File: src/rtl/memory_map_pkg.sv
// Memory map and shared types for the three-bank on-chip memory scheduler.
// Bank0 sits at flat base 0, bank1 follows it, bank2 follows bank1; any
// flat address at or above TOTAL_WORDS is unmapped.
package memory_map_pkg;

    localparam int ADDR_W      = 13;
    localparam int DATA_W      = 16;
    localparam int LOCAL_W     = 11;
    localparam int NUM_BANKS   = 3;

    localparam int B0_DEPTH    = 2048;
    localparam int B1_DEPTH    = 1024;
    localparam int B2_DEPTH    = 512;

    localparam int B0_BASE     = 0;
    localparam int B1_BASE     = B0_BASE + B0_DEPTH;
    localparam int B2_BASE     = B1_BASE + B1_DEPTH;
    localparam int TOTAL_WORDS = B2_BASE + B2_DEPTH;

    typedef enum logic [1:0] {
        IDLE = 2'd0,
        FILL = 2'd1,
        DONE = 2'd2
    } fill_state_t;

    typedef enum logic {
        REQ_A = 1'b0,
        REQ_B = 1'b1
    } req_id_t;

endpackage

File: src/rtl/memory_bank_decode.sv
// Flat address to bank decode, shared by the fill engine and the requester
// path.
//   i_addr      flat address
//   o_bank_oh   one-hot bank select (bit i = bank i), 0 when unmapped
//   o_local     bank-local word address
//   o_unmapped  flat address lies beyond the last mapped word
module memory_bank_decode
    import memory_map_pkg::*;
(
    input  logic [ADDR_W-1:0]    i_addr,
    output logic [NUM_BANKS-1:0] o_bank_oh,
    output logic [LOCAL_W-1:0]   o_local,
    output logic                 o_unmapped
);

    always_comb begin
        o_bank_oh  = '0;
        o_local    = i_addr[LOCAL_W-1:0];
        o_unmapped = 1'b0;
        if (i_addr < ADDR_W'(B1_BASE)) begin
            o_bank_oh = 3'b001;
        end else if (i_addr < ADDR_W'(B2_BASE)) begin
            o_bank_oh = 3'b010;
            o_local   = LOCAL_W'(i_addr - ADDR_W'(B1_BASE));
        end else if (i_addr < ADDR_W'(TOTAL_WORDS)) begin
            o_bank_oh = 3'b100;
            o_local   = LOCAL_W'(i_addr - ADDR_W'(B2_BASE));
        end else begin
            o_unmapped = 1'b1;
        end
    end

endmodule

File: src/rtl/memory_scheduler.sv
// Fill sequencer plus two-requester round-robin arbiter for the three-bank
// memory. One bank access per cycle; read data returns one cycle after the
// grant, muxed from the bank registered outputs.
//
//   state | meaning
//   IDLE  | requesters arbitrated; fill_start latches pattern and clears counter
//   FILL  | one pattern write per cycle at the counter address
//   DONE  | fill_done pulse, back to IDLE
//
// Ports: clk/reset (sync, active-low); fill_start/fill_pattern/fill_busy/
// fill_done fill control; a_*/b_* requester interfaces (req, we, addr,
// wdata, gnt, rvalid, rdata, err); bank_addr/bank_d/bank_we drive the banks;
// q0..q2 are the bank read data.
module memory_scheduler
    import memory_map_pkg::*;
(
    input  logic                 clk,
    input  logic                 reset,
    input  logic                 fill_start,
    input  logic [DATA_W-1:0]    fill_pattern,
    output logic                 fill_busy,
    output logic                 fill_done,
    input  logic                 a_req,
    input  logic                 a_we,
    input  logic [ADDR_W-1:0]    a_addr,
    input  logic [DATA_W-1:0]    a_wdata,
    output logic                 a_gnt,
    output logic                 a_rvalid,
    output logic [DATA_W-1:0]    a_rdata,
    output logic                 a_err,
    input  logic                 b_req,
    input  logic                 b_we,
    input  logic [ADDR_W-1:0]    b_addr,
    input  logic [DATA_W-1:0]    b_wdata,
    output logic                 b_gnt,
    output logic                 b_rvalid,
    output logic [DATA_W-1:0]    b_rdata,
    output logic                 b_err,
    output logic [LOCAL_W-1:0]   bank_addr,
    output logic [DATA_W-1:0]    bank_d,
    output logic [NUM_BANKS-1:0] bank_we,
    input  logic [DATA_W-1:0]    q0,
    input  logic [DATA_W-1:0]    q1,
    input  logic [DATA_W-1:0]    q2
);

    fill_state_t            r_state;
    fill_state_t            w_state_nxt;
    logic [ADDR_W-1:0]      r_cnt;
    logic [DATA_W-1:0]      r_pattern;
    req_id_t                r_last;
    logic [LOCAL_W-1:0]     r_bank_addr;
    logic [DATA_W-1:0]      r_bank_d;
    logic                   r_rd_valid;
    logic                   r_err;
    req_id_t                r_rd_id;
    logic [NUM_BANKS-1:0]   r_rd_bank;

    logic                   w_gnt_a;
    logic                   w_gnt_b;
    logic                   w_fill_act;
    logic                   w_access;
    logic                   w_we;
    logic [ADDR_W-1:0]      w_dec_addr;
    logic [DATA_W-1:0]      w_wdata;
    logic [NUM_BANKS-1:0]   w_dec_oh;
    logic [LOCAL_W-1:0]     w_dec_local;
    logic                   w_dec_unmapped;
    logic [DATA_W-1:0]      w_rdata;

    always_ff @(posedge clk) begin
        if (!reset) r_state <= IDLE;
        else        r_state <= w_state_nxt;
    end

    always_comb begin
        w_state_nxt = r_state;
        w_gnt_a     = 1'b0;
        w_gnt_b     = 1'b0;
        case (r_state)
            IDLE: begin
                // On contention the requester that did not win last time goes.
                w_gnt_a = a_req && (!b_req || r_last == REQ_B);
                w_gnt_b = b_req && (!a_req || r_last == REQ_A);
                if (fill_start) w_state_nxt = FILL;
            end
            FILL: begin
                if (r_cnt == ADDR_W'(TOTAL_WORDS - 1)) w_state_nxt = DONE;
            end
            DONE:    w_state_nxt = IDLE;
            default: w_state_nxt = IDLE;
        endcase
        if (!reset) begin
            w_gnt_a = 1'b0;
            w_gnt_b = 1'b0;
        end
    end

    assign w_fill_act = (r_state == FILL) && reset;
    assign w_access   = w_fill_act || w_gnt_a || w_gnt_b;
    assign w_we       = w_fill_act || (w_gnt_a && a_we) || (w_gnt_b && b_we);
    assign w_dec_addr = (r_state == FILL) ? r_cnt : (w_gnt_b ? b_addr : a_addr);
    assign w_wdata    = (r_state == FILL) ? r_pattern : (w_gnt_b ? b_wdata : a_wdata);

    memory_bank_decode u_decode (
        .i_addr     (w_dec_addr),
        .o_bank_oh  (w_dec_oh),
        .o_local    (w_dec_local),
        .o_unmapped (w_dec_unmapped)
    );

    // Unmapped addresses decode to an all-zero one-hot, so no bank is written.
    assign bank_we   = w_we ? w_dec_oh : '0;
    assign bank_addr = w_access ? w_dec_local : r_bank_addr;
    assign bank_d    = w_we ? w_wdata : r_bank_d;

    always_ff @(posedge clk) begin
        if (!reset) begin
            r_cnt       <= '0;
            r_pattern   <= '0;
            r_last      <= REQ_B;
            r_bank_addr <= '0;
            r_bank_d    <= '0;
            r_rd_valid  <= 1'b0;
            r_err       <= 1'b0;
            r_rd_id     <= REQ_A;
            r_rd_bank   <= '0;
        end else begin
            if (r_state == IDLE && fill_start) begin
                r_cnt     <= '0;
                r_pattern <= fill_pattern;
            end else if (r_state == FILL) begin
                r_cnt <= r_cnt + ADDR_W'(1);
            end
            if (w_gnt_a)      r_last <= REQ_A;
            else if (w_gnt_b) r_last <= REQ_B;
            if (w_access) r_bank_addr <= w_dec_local;
            if (w_we)     r_bank_d    <= w_wdata;
            r_rd_valid <= (w_gnt_a && !a_we) || (w_gnt_b && !b_we);
            r_err      <= (w_gnt_a || w_gnt_b) && w_dec_unmapped;
            r_rd_id    <= w_gnt_b ? REQ_B : REQ_A;
            r_rd_bank  <= w_dec_oh;
        end
    end

    assign w_rdata = ({DATA_W{r_rd_bank[0]}} & q0)
                   | ({DATA_W{r_rd_bank[1]}} & q1)
                   | ({DATA_W{r_rd_bank[2]}} & q2);

    assign a_gnt     = w_gnt_a;
    assign b_gnt     = w_gnt_b;
    assign a_rvalid  = r_rd_valid && (r_rd_id == REQ_A);
    assign b_rvalid  = r_rd_valid && (r_rd_id == REQ_B);
    assign a_err     = r_err && (r_rd_id == REQ_A);
    assign b_err     = r_err && (r_rd_id == REQ_B);
    assign a_rdata   = a_rvalid ? w_rdata : '0;
    assign b_rdata   = b_rvalid ? w_rdata : '0;
    assign fill_busy = (r_state != IDLE);
    assign fill_done = (r_state == DONE);

endmodule

File: config.mk
export PLATFORM = sky130hd
export DESIGN_NAME = memory_scheduler
export DESIGN_NICKNAME = d
export VERILOG_FILES = /design/src/rtl/memory_map_pkg.sv /design/src/rtl/memory_bank_decode.sv /design/src/rtl/memory_scheduler.sv
export SDC_FILE = /design/constraint.sdc
export NUM_CORES = 1
export LEC_CHECK = 0
export BUFFER_PORTS_ARGS = -buffer_cell sky130_fd_sc_hd__clkbuf_2
export CORE_ASPECT_RATIO = 1.1
export CORE_MARGIN = 2
export CORE_UTILIZATION = 40
export DETAILED_ROUTE_END_ITERATION = 10
export PLACE_DENSITY = 0.75
export RECOVER_POWER = 100
export SLEW_MARGIN = 5
export SYNTH_ARGS = -nofsm -noshare
export SYNTH_HDL_FRONTEND = slang
export SYNTH_HIERARCHICAL = 1
export SYNTH_SLANG_ARGS = --single-unit
export TNS_END_PERCENT = 100
File: constraint.sdc
create_clock -name clk -period 4.7 [get_ports clk]
set_input_delay 0.94 -clock clk [delete_from_list [all_inputs] [get_ports clk]]
set_output_delay 0.94 -clock clk [all_outputs]
set_load 0.1 [all_outputs]
### Word-level counts from Yosys, hierarchy flattened

Index checks and enable logic that the tools add are counted.

* $add $sub $neg: 3
* order comparisons: 3
* equal/unequal tests: 5
* muxes and demuxes: 28
* bitwise logic cells: 8
* reduce and logical (&&, ||, !) cells: 30

Operators with widths (number)
* two-way mux 16 bit: 5
* bitwise AND 16 bit: 3
* two-way mux 11 bit: 4
* less-than comparator 13 x 12 -> 1 bit (second input constant): 3
* bitwise OR 16 bit: 2
* two-way mux 13 bit: 2
* adder 13 x 1 -> 13 bit (second input constant): 1
* == test 13 x 12 -> 1 bit (second input constant): 1
* logical AND 1 bit: 13
* two-way mux 3 bit: 4
* subtractor 11 x 1 -> 11 bit (second input constant): 1
* subtractor 11 bit (second input constant): 1
* two-way mux 1 bit: 10
* logical OR 1 bit: 8
* zero test 1 bit: 4
* two-way mux 2 bit: 2
* inequality test 2 bit (second input constant): 2
* one-hot mux 2 bit (2 select lines): 1
* nonzero test 2 bit: 2
* inverter 1 bit: 3
* == test 2 x 1 -> 1 bit (second input constant): 1
* == test 2 bit (second input constant): 1
* zero test 2 bit: 1
* AND reduction 2 bit: 1
* OR reduction 2 bit: 1

* register bits after elaboration: 65
* input port bits: 129

### Longest topological paths before layout

Gate-level depths: netlist of run 1.

* depth in word-level cells: 12
* gate-level depth with buffers: 11

### Modules after synthesis

The synthesis of run 1 kept the hierarchy.

Modules (own cells, without submodules)
* memory_scheduler: instances 1, cells each 446, area an instance 3788.6 sq um, sequential area each 1301.2 sq um
* memory_bank_decode: instances 1, cells each 16, area an instance 120.1 sq um, sequential area each 0.0 sq um

### Worst setup path before layout of run 1

OpenSTA, ideal clock, no wires.

* kind: in2out
* start point: input port reset
* end point: output port bank_we[2]
* data arrival time: 4.897 ns
* data required time: 3.760 ns
* slack: -1.137 ns
* stages: 10
* buffers on the path: 2
* path through: buf_2 > nor3b_4 > nand2_1 > inv_2 > clkbuf_1 > nand2_1 > a31oi_1 > inv_2 > nor4b_2 > nor2b_1

* word-level cells in the longest chain between the ends: 8
* elaborated cells between the ends (all ways): 16

Ends and longest elaborated chain
* start: declaration: RTL line memory_scheduler.sv:18 `input logic reset,`
* two-way mux 1 bit *: RTL line memory_scheduler.sv:93 `if (!reset) begin`
* named net b_gnt: RTL line memory_scheduler.sv:35 `output logic b_gnt,`
* two-way mux 13 bit * (2 in a row): RTL line memory_scheduler.sv:102 `assign w_dec_addr = (r_state == FILL) ? r_cnt : (w_gnt_b ? b_addr : a_addr);`
* named net w_dec_addr[11]: RTL line memory_scheduler.sv:64 `logic [ADDR_W-1:0] w_dec_addr;`
* less-than comparator 13 x 12 -> 1 bit: RTL line memory_bank_decode.sv:25 `end else if (i_addr < ADDR_W'(TOTAL_WORDS)) begin`
* two-way mux 3 bit: RTL line memory_bank_decode.sv:25
* two-way mux 3 bit: RTL line memory_bank_decode.sv:22 `end else if (i_addr < ADDR_W'(B2_BASE)) begin`
* two-way mux 3 bit *: RTL line memory_bank_decode.sv:20 `if (i_addr < ADDR_W'(B1_BASE)) begin`
* named net w_dec_oh[2]: RTL line memory_scheduler.sv:66 `logic [NUM_BANKS-1:0] w_dec_oh;`
* two-way mux 3 bit *: RTL line memory_scheduler.sv:113 `assign bank_we = w_we ? w_dec_oh : '0;`
* end: declaration: RTL line memory_scheduler.sv:41 `output logic [NUM_BANKS-1:0] bank_we,`

The timed path passes the listed nets; every way through them passes the cells marked *.

### Worst setup path in the final report of run 1

* start point: input port reset
* end point: output port bank_addr[10]

* word-level cells in the longest chain between the ends: 8
* elaborated cells between the ends (all ways): 16

Ends and longest elaborated chain
* two-way mux 1 bit *: RTL line memory_scheduler.sv:93
* two-way mux 13 bit * (2 in a row): RTL line memory_scheduler.sv:102
* named net w_dec_addr[11]: RTL line memory_scheduler.sv:64
* less-than comparator 13 x 12 -> 1 bit: RTL line memory_bank_decode.sv:25
* two-way mux 11 bit: RTL line memory_bank_decode.sv:25
* two-way mux 11 bit: RTL line memory_bank_decode.sv:22
* two-way mux 11 bit *: RTL line memory_bank_decode.sv:20
* named net w_dec_local[10]: RTL line memory_scheduler.sv:67 `logic [LOCAL_W-1:0] w_dec_local;`
* two-way mux 11 bit *
* end: declaration: RTL line memory_scheduler.sv:39 `output logic [LOCAL_W-1:0] bank_addr,`

Marked as above.

==> results of run 1 <==
## cell usage in the layout (no fill, tap or decap), types with 3 or more instances in the layout
cell / count
nor2b_1: 6
dfxtp_1: 65
nand3_1: 3
xnor2_1: 5
clkbuf_1: 52
clkbuf_2: 127
a22o_1: 16
nand2_1: 37
and2_0: 3
and2_1: 30
a222oi_1: 17
nor3_1: 4
xor2_1: 6
inv_1: 8
mux2_1: 41
buf_4: 5
a21oi_1: 18
buf_12: 22
a31oi_1: 30
o21ai_0: 16
nand4_1: 4
nor2_1: 76
clkbuf_8: 11
nor3b_1: 3
## metrics by stage
stage	instances	utilization	hold WS, ns
floorplan	462	-	0.450
global placement	737	0.566	0.462
detailed placement	737	0.566	0.469
CTS	753	0.585	0.488
global route	753	0.550	0.513
finish	753	0.550	0.491
## power by group through the flow
stage	Clock (mW)	Sequential, mW	Combinational (mW)
after detailed placement	0	0.647	1.04
after floorplan	0	0.629	0.733
after CTS	0.455	0.635	1.04
after global placement	0	0.644	1.03
final	0.445	0.635	0.937
after global routing	0.480	0.640	0.980
## final cells by class
| cell class | count | share of cell area |
|---|---|---|
| tap | 117 | 0.0282 |
| timing repair buffer | 207 | 0.256 |
| sequential | 65 | 0.251 |
| inverter | 10 | 0.00723 |
| clock inverter | 4 | 0.00506 |
| clock buffer | 12 | 0.0299 |
| multi-input combinational | 338 | 0.423 |
## critical path, cell delays in order
cell	delay (ns)
clkbuf_1	0.25
nor3b_1	0.31
nand2_1	0.13
inv_2	0.25
nand2_1	0.10
a31oi_1	0.30
clkinv_1	0.17
o31a_1	0.34
mux2_1	0.36
buf_12	0.19
## registers in the layout, indices dropped and copies added (netlist names)
name / flops
r_bank_d: 16
r_pattern: 16
r_cnt: 13
r_bank_addr: 11
r_rd_bank: 3
r_state: 2
r_err: 1
r_last: 1
r_rd_id: 1
r_rd_valid: 1
## cells by family after synthesis
family | after synthesis
buf+inv | 59
xor+xnor | 11
flops | 65
compound gates | 106
simple gates | 177
mux | 43
fa+ha+maj | 1
## path summary, 6_finish.rpt
| path | from | end | slack (ns) | depth (start not counted) |
|---|---|---|---|---|
| worst max-delay path | reset | bank_addr[10] | 0.41 | 10 |
| worst min-delay path | r_pattern[6]$_SDFFE_PN0P_ | r_pattern[6]$_SDFFE_PN0P_ | 0.49 | 1 |
| worst max register to register | r_state[0]$_SDFFE_PN0P_ | r_bank_addr[10]$_SDFF_PN0_ | 2.08 | 9 |
| worst min register to register | r_pattern[6]$_SDFFE_PN0P_ | r_pattern[6]$_SDFFE_PN0P_ | 0.49 | 1 |
## layer usage
layer | track usage | routed length, um | vias to the layer above
met2 | 0.402 | 6230 | 217
met3 | 0.0461 | 986 | 24
met1 | 0.283 | 5140 | 1915
met5 | 0 | 0 | -
li1 | - | - | 1963
met4 | 0.113 | 312 | 0
==> flow_summary.yaml, run 1 <==
power:
  internal-power_mw: 1.13
  p_leak_nw: 2.34
  swShare: 0.440
  p_switching_mw: 0.888
  pwr-share-comb: 0.465
  power_mw: 2.02
  powerDensity_nw_per_um2: 388
  ir_worst_vdd_mv: 0.238
  power_frac_clock: 0.221
  seqPwrFrac: 0.315
logic_synthesis:
  synthSimpleGateAreaFrac: 0.219
  synth_top_family_by_area: "simple AND/OR/NAND/NOR gates"
  synthTopCellsByArea: "dfxtp_1 (33%), mux2_4 (10%), nor2_1 (7.3%)"
  synth_xor_area_frac: 0.0246
  synth_compound_area_frac: 0.194
  synthArstFlopShare: 0
  yosysSeqAreaShare: 0.333
  synth_mux_area_frac: 0.150
  synth_top_area_share: 0.333
  synthFlopType: "dfxtp_1"
  ys_types: 46
  synth_edf_count: 0
  synth-adder-area-share: 0.00320
  avgSynthCellArea_um2: 8.46
  yosys.area.top_type: "dfxtp_1"
  synth_nets: 592
  synth_seq_cells: 65
  synth.most_common_cell: "nor2_1"
  syn_area_um2: 3910
  synth_common_cells: "nor2_1 (76), dfxtp_1 (65), nand2_1 (37), and2_1 (33), a31oi_1 (30)"
  yosysWarnings: 6
  synthCells: 462
cts:
  numCtsBuffers: 9
  clock_path_buffers: 2
  root_buffer: "clkbuf_8"
  clkSinkCount: 65
  cts_resized: 0
  htree_levels: 3
  cts_setup_buffers: 0
  cts_tree: "done"
  clkTransAtPathRegs_ns: 0.07
  cts-hold-fix-buffers: 0
  worstSkewPairLatency_ns: 0.35
global_routing:
  grt_max_degree: 31
  antenna_found_initial: 0
  grt_pass1_wl_um: 20000
  grt_overflow: 0
  grt_use_total: 0.235
  first_global_vias: 4143
placement:
  dpl_cell_area_um2: 5340
  dp_worst_setup_slack_ns: 0.598
  gp_congestion: 0.883
  io_buffers: 198
  place_hpwl_um: 9740
timing:
  fin_tns_setup_ns: 0
  clock_skew_ns: 0.0106
  tightest_slew_ns: 1.24
  maxSlewViolCount: 0
  hold_viol: 0
  setup_violations: 0
  slew_headroom: 0.176
  period_share: 0.912
  rsz0062_at_grt: "no"
  min_period_ns: 4.29
  max_freq_ghz: 0.233
  finalWorstSetupSlack_ns: 0.413
die:
  rows: 37
  die-area_um2: 10600
  io_pins: 199
  core_area_um2: 9440
  fp.dieW_um: 98.3
  die_h_um: 108
  initial_core_util: 0.414
final_layout:
  diodes: 0
  area_growth_pct: 32.8
  drive_gt1_frac: 0.277
  nFillCells: 941
  stdcell_area_um2: 5190
  seq_area_um2: 1300
  nNetsFinal: 761
  multi_input_area_um2: 2200
routing:
  drc_errors: 0
  vias: 4119
  ant_nets: 0
  drt-total-wl_um: 12700
  wire_per_inst_um: 16.8
  dr.pass1.iters: 7
  via_per_inst: 5.47
  drtIter0Drc: 317
flow_run:
  maxCapViolations: 0
worst_setup_path:
  crit_type: "input pin to output pin"
  cp_data_arrival_time_ns: 3.35
  crit_path_end_kind: "output pin"
  cp_max_fo: 16
  cp-start-kind: "input pin"
  required_ns: 3.76
outcome:
  status: "completed"
hold_path:
  hold_class: "flip-flop to flip-flop"
Power figures use the tool's default switching activity.
==> inputs of run 2 (changes only) <==
--- a/config.mk
+++ b/config.mk
@@ -6,12 +6,11 @@
 export NUM_CORES = 1
 export LEC_CHECK = 0
 export BUFFER_PORTS_ARGS = -buffer_cell sky130_fd_sc_hd__clkbuf_2
-export CORE_ASPECT_RATIO = 1.1
+export CORE_ASPECT_RATIO = 2
 export CORE_MARGIN = 2
 export CORE_UTILIZATION = 40
 export DETAILED_ROUTE_END_ITERATION = 10
 export PLACE_DENSITY = 0.75
-export RECOVER_POWER = 100
 export SLEW_MARGIN = 5
 export SYNTH_ARGS = -nofsm -noshare
 export SYNTH_HDL_FRONTEND = slang
==> constraint.sdc (replaced) <==
create_clock -name clk -period 4.7 [get_ports clk]
set_input_delay 0.235 -clock clk [delete_from_list [all_inputs] [get_ports clk]]
set_output_delay 0.235 -clock clk [all_outputs]
set_load 0.1 [all_outputs]
==> flow_summary.yaml, run 2 (synthesis gave the netlist of run 1 again) <==
outcome:
  status: "completed"
cts:
  clkSinkCount: 65
  numCtsBuffers: 9
  cts_tree: "done"
  worstSkewPairLatency_ns: 0.33
  cts_resized: 0
  clkTransAtPathRegs_ns: 0.05
  htree_levels: 3
  root_buffer: "clkbuf_16"
  cts_setup_buffers: 0
  clock_path_buffers: 2
  cts-hold-fix-buffers: 0
routing:
  dr.pass1.iters: 5
  met3_length_um: 887
  highest_layer: "met4"
  wl_met2_um: 6940
  drc_errors: 0
  wl_met1_um: 4640
  drtIter0Drc: 196
  wire_per_inst_um: 17.1
  vias: 4099
  ant_nets: 0
  via_per_inst: 5.35
  drt-total-wl_um: 13100
power:
  ir_worst_vdd_mv: 0.242
  swShare: 0.407
  seqPwrFrac: 0.292
  internal-power_mw: 1.30
  p_switching_mw: 0.892
  p_leak_nw: 2.53
  powerDensity_nw_per_um2: 424
  power_frac_clock: 0.318
  pwr-share-comb: 0.390
final_layout:
  drive_gt1_frac: 0.421
  layout_commonest_cell: "clkbuf_2"
  multi_input_area_um2: 2310
  instances_no_fill: 766
  finalCoreUtilization: 0.536
  area_growth_pct: 32.2
  diodes: 0
  final_cell_mix: "clkbuf_2 (198), nor2_1 (76), dfxtp_1 (65)"
  nNetsFinal: 759
  stdcell_area_um2: 5170
  biggestRegsByFlops: "r_bank_d (16), r_pattern (16), r_cnt (13)"
  seq_area_um2: 1300
  nFillCells: 901
timing:
  fin_tns_setup_ns: 0
  rsz0062_at_grt: "no"
  tightest_slew_ns: 0.974
  setup_violations: 0
  hold_viol: 0
  maxSlewViolCount: 0
  period_share: 0.784
  min_period_ns: 3.68
  slew_headroom: 0.351
  finalWorstSetupSlack_ns: 1.02
  clock_skew_ns: 0.00628
  max_freq_ghz: 0.272
global_routing:
  antenna_found_initial: 0
  grt_use_total: 0.239
  grt_overflow: 0
  first_global_vias: 4007
  grt_max_degree: 38
  grt_pass1_wl_um: 19100
placement:
  gp_congestion: 1.06
  place_inst: 750
  place_hpwl_um: 10300
  dpl_cell_area_um2: 4860
  dp_worst_setup_slack_ns: 1.37
  io_buffers: 198
worst_setup_path:
  cp_data_arrival_time_ns: 3.45
  r2r_cells: 6
  r2r_end: "r_bank_d[6]$_SDFF_PN0_"
  cp_max_fo: 18
  crit_type: "flip-flop to output pin"
  cp-start-kind: "flip-flop"
  slowest_delay_ns: 0.64
  crit_slowest_cell: "nor3b_4"
  crit_chain: "nor3b_4 > nand2_1 > buf_4 > inv_2 > nand2_1 > a31oi_1 > inv_2 > nor4b_2 > nor2b_1 > clkbuf_2"
  crit_family: "simple AND/OR/NAND/NOR gates"
  path_buf_inv: 4
  r2r-start: "r_state[1]$_SDFFE_PN0P_"
  required_ns: 4.47
  crit_path_end_kind: "output pin"
  rrSetupSlack_ns: 1.69
die:
  rows: 51
  core_area_um2: 9640
  die_h_um: 144
  die-area_um2: 10600
  initial_core_util: 0.406
  fp.dieW_um: 73.9
  io_pins: 199
flow_run:
  maxCapViolations: 0
hold_path:
  hold_class: "input pin to flip-flop"
  holdPathEnd: "r_pattern[5]$_SDFFE_PN0P_"
  min_path_cells: 2
  hold_start: "fill_pattern[5]"
## run 2: cell types whose count changed in the layout (fill, tap and decap cells not counted), moves of 9 or more
cell / previous run / this run
clkbuf_2: 127 / 198
clkbuf_1: 52 / 1
mux2_1: 41 / 5
mux2_4: 2 / 27
buf_12: 22 / 0
clkbuf_8: 11 / 0
mux2_2: 0 / 11
clkbuf_16: 0 / 9
## run 2: power by group through the flow
stage	registers, mW	logic [mW]	clock network (mW)
2_1_floorplan	0.629	0.731	0
3_3_place_gp	0.647	0.847	0
5_1_grt	0.644	0.897	0.734
6_report	0.640	0.855	0.699
4_1_cts	0.638	0.856	0.708
3_5_place_dp	0.649	0.854	0
## run 2: layer usage
metal | vias to the layer above | GRT usage
met1 | 1872 | 0.241
met4 | 0 | 0.160
met3 | 38 | 0.0428
met5 | - | 0
li1 | 1965 | -
met2 | 224 | 0.430
## run 2: worst max path at each step
stage	from	endpoint	slack, ns	cells after the start
final	r_state[0]$_SDFFE_PN0P_	bank_we[2]	1.02	10
after global routing	r_state[0]$_SDFFE_PN0P_	bank_we[2]	0.79	10
after CTS	r_state[0]$_SDFFE_PN0P_	bank_we[2]	1.0	10
after detailed placement	r_state[0]$_SDFFE_PN0P_	bank_we[2]	1.37	10
after global placement	reset	bank_d[2]	1.46	8
after floorplan	r_state[1]$_SDFFE_PN0P_	bank_we[2]	0.23	10
## run 2: stage by stage
stage | power, mW | hold WS (ns)
final | 2.19 | 0.109
after floorplan | 1.36 | 0.329
after CTS | 2.20 | 0.105
after global routing | 2.28 | 0.110
after detailed placement | 1.50 | 0.452
after global placement | 1.49 | 0.448
## run 2: final cells by class
type,count,area share
multi-input cells,338,0.447
flip-flops and latches,65,0.252
repair buffers,205,0.202
clock buffers,10,0.0443
well taps,132,0.0320
clock inverters,6,0.0160
inverters,10,0.00726
## run 2: worst register-to-register path: stages (launching register included)
cell,delay [ns]
dfxtp_1,0.51
or3b_1,0.53
a211oi_4,0.11
a222oi_1,0.62
buf_4,0.49
buf_4,0.31
mux2_4,0.32
==> inputs of run 3 (changes only) <==
--- a/config.mk
+++ b/config.mk
@@ -10,7 +10,7 @@
 export CORE_MARGIN = 2
 export CORE_UTILIZATION = 40
 export DETAILED_ROUTE_END_ITERATION = 10
-export PLACE_DENSITY = 0.75
+export PLACE_DENSITY = 0.78
 export SLEW_MARGIN = 5
 export SYNTH_ARGS = -nofsm -noshare
 export SYNTH_HDL_FRONTEND = slang
==> constraint.sdc (replaced) <==
create_clock -name clk -period 2.95 [get_ports clk]
set_input_delay 0.1475 -clock clk [delete_from_list [all_inputs] [get_ports clk]]
set_output_delay 0.1475 -clock clk [all_outputs]
set_load 0.1 [all_outputs]
==> flow_summary.yaml, run 3 (synthesis gave the netlist of run 1 again) <==
power:
  ir_worst_vdd_mv: 0.470
  powerDensity_nw_per_um2: 695
  p_leak_nw: 2.71
  power_mw: 3.99
global_routing:
  grt_use_total: 0.248
  grt_max_degree: 36
  grt_pass1_wl_um: 19700
  grt_overflow: 0
  antenna_found_initial: 0
  first_global_vias: 3939
timing:
  fin_tns_setup_ns: 0
  rsz0062_at_grt: "no"
  period_share: 0.938
  max_freq_ghz: 0.361
  hold_viol: 0
  setup_violations: 0
  clock_skew_ns: 0.00843
  holdWs_ns: 0.0219
  min_period_ns: 2.77
  slew_headroom: 0.537
  maxSlewViolCount: 0
  tightest_slew_ns: 0.695
die:
  die_h_um: 144
  core_area_um2: 9640
  io_pins: 199
  fp.dieW_um: 73.9
  rows: 51
  die-area_um2: 10600
  initial_core_util: 0.406
placement:
  gp_congestion: 0.919
  io_buffers: 198
  place_hpwl_um: 10400
worst_setup_path:
  required_ns: 2.80
  crit_type: "flip-flop to output pin"
  cp-start-kind: "flip-flop"
  crit_chain: "nand2b_1 > nor2_1 > a31oi_1 > inv_2 > o31a_1 > mux2_2 > buf_12"
  slowest_delay_ns: 0.49
  crit_slowest_cell: "dfxtp_1"
  crit_path_end_kind: "output pin"
  cp_max_fo: 15
  cp_data_arrival_time_ns: 2.62
final_layout:
  layout_commonest_cell: "clkbuf_2"
  diodes: 0
  area_growth_pct: 47.0
  biggestRegsByFlops: "r_bank_d (16), r_pattern (16), r_cnt (13)"
  final_cell_mix: "clkbuf_2 (167), nor2_1 (76), dfxtp_1 (65)"
  nFillCells: 810
  drive_gt1_frac: 0.428
  nNetsFinal: 763
cts:
  clkTransAtPathRegs_ns: 0.05
  worstSkewPairLatency_ns: 0.33
  numCtsBuffers: 9
  cts-hold-fix-buffers: 0
  htree_levels: 3
  cts_tree: "done"
  cts_setup_buffers: 0
  clkSinkCount: 65
  clock_path_buffers: 2
  root_buffer: "clkbuf_16"
  cts_resized: 0
flow_run:
  maxCapViolations: 0
routing:
  drc_errors: 0
  wire_per_inst_um: 17.2
  via_per_inst: 5.39
  vias: 4151
  drt-total-wl_um: 13200
  dr.pass1.iters: 6
  ant_nets: 0
  drtIter0Drc: 319
outcome:
  status: "completed"
hold_path:
  hold_class: "input pin to flip-flop"
[run 3: changes by cell type in the layout (fill, tap and decap cells not counted)]
cell	before	now
nor2b_4	0	3
clkinv_2	3	2
nor2b_2	1	0
clkbuf_2	198	167
buf_12	0	32
buf_4	7	10
nor2b_1	5	3
bufinv_16	2	4
clkinvlp_4	1	0
[run 3: layout make-up]
cell class | instances | area, um2 | area share
Sequential cell | 65 | 1300 | 0.227
Multi-Input combinational cell | 338 | 2330 | 0.406
Timing Repair Buffer | 209 | 1550 | 0.270
Clock buffer | 10 | 229 | 0.0399
Tap cell | 132 | 165 | 0.0288
Inverter | 10 | 37.5 | 0.00653
Clock inverter | 6 | 130 | 0.0227
[run 3: report_power, final]
| part | internal (mW) | switching (mW) | leakage [nW] | total [mW] |
|---|---|---|---|---|
| combinational | 0.635 | 1.05 | 2.01 | 1.68 |
| clock | 0.908 | 0.390 | 0.176 | 1.30 |
| sequential | 0.958 | 0.0545 | 0.533 | 1.01 |
| total | 2.50 | 1.49 | 2.71 | 3.99 |
[run 3: path summary, 6_finish.rpt]
kind              cells past startpoint  slack [ns]                         end                       from
setup / recovery                      7        0.18               bank_addr[10]    r_state[1]$_SDFFE_PN0P_
hold / removal                        2        0.02       r_rd_valid$_SDFF_PN0_                       b_we
setup reg to reg                      7        0.57  r_bank_addr[10]$_SDFF_PN0_    r_state[1]$_SDFFE_PN0P_
hold reg to reg                       1        0.48   r_pattern[1]$_SDFFE_PN0P_  r_pattern[1]$_SDFFE_PN0P_
[run 3: per-stage QoR]
step / utilization / area [um2] / worst slack (ns) / cells
after detailed placement: 0.559 / 5390 / 0.592 / 754
after CTS: 0.596 / 5740 / 0.214 / 770
final: 0.596 / 5740 / 0.184 / 770
after global placement: 0.559 / 5390 / 0.605 / 754
after global routing: 0.596 / 5740 / 0.0531 / 770
after floorplan: - / 3960 / -0.148 / 462
[run 3: metal layers]
layer  GRT usage  wire (um)
met1       0.234       4390
met4       0.125        562
met5           0          0
met2       0.477       7260
met3      0.0519       1000
[run 3: worst max-delay path, delay by kind of cell (launching register included)]
kind	cells	cell delay, ns
flip-flops	1	0.49
multiplexers	1	0.30
buffers and inverters	2	0.27
AO/OA/AOI/OAI	2	0.66
AND/OR/NAND/NOR	2	0.56
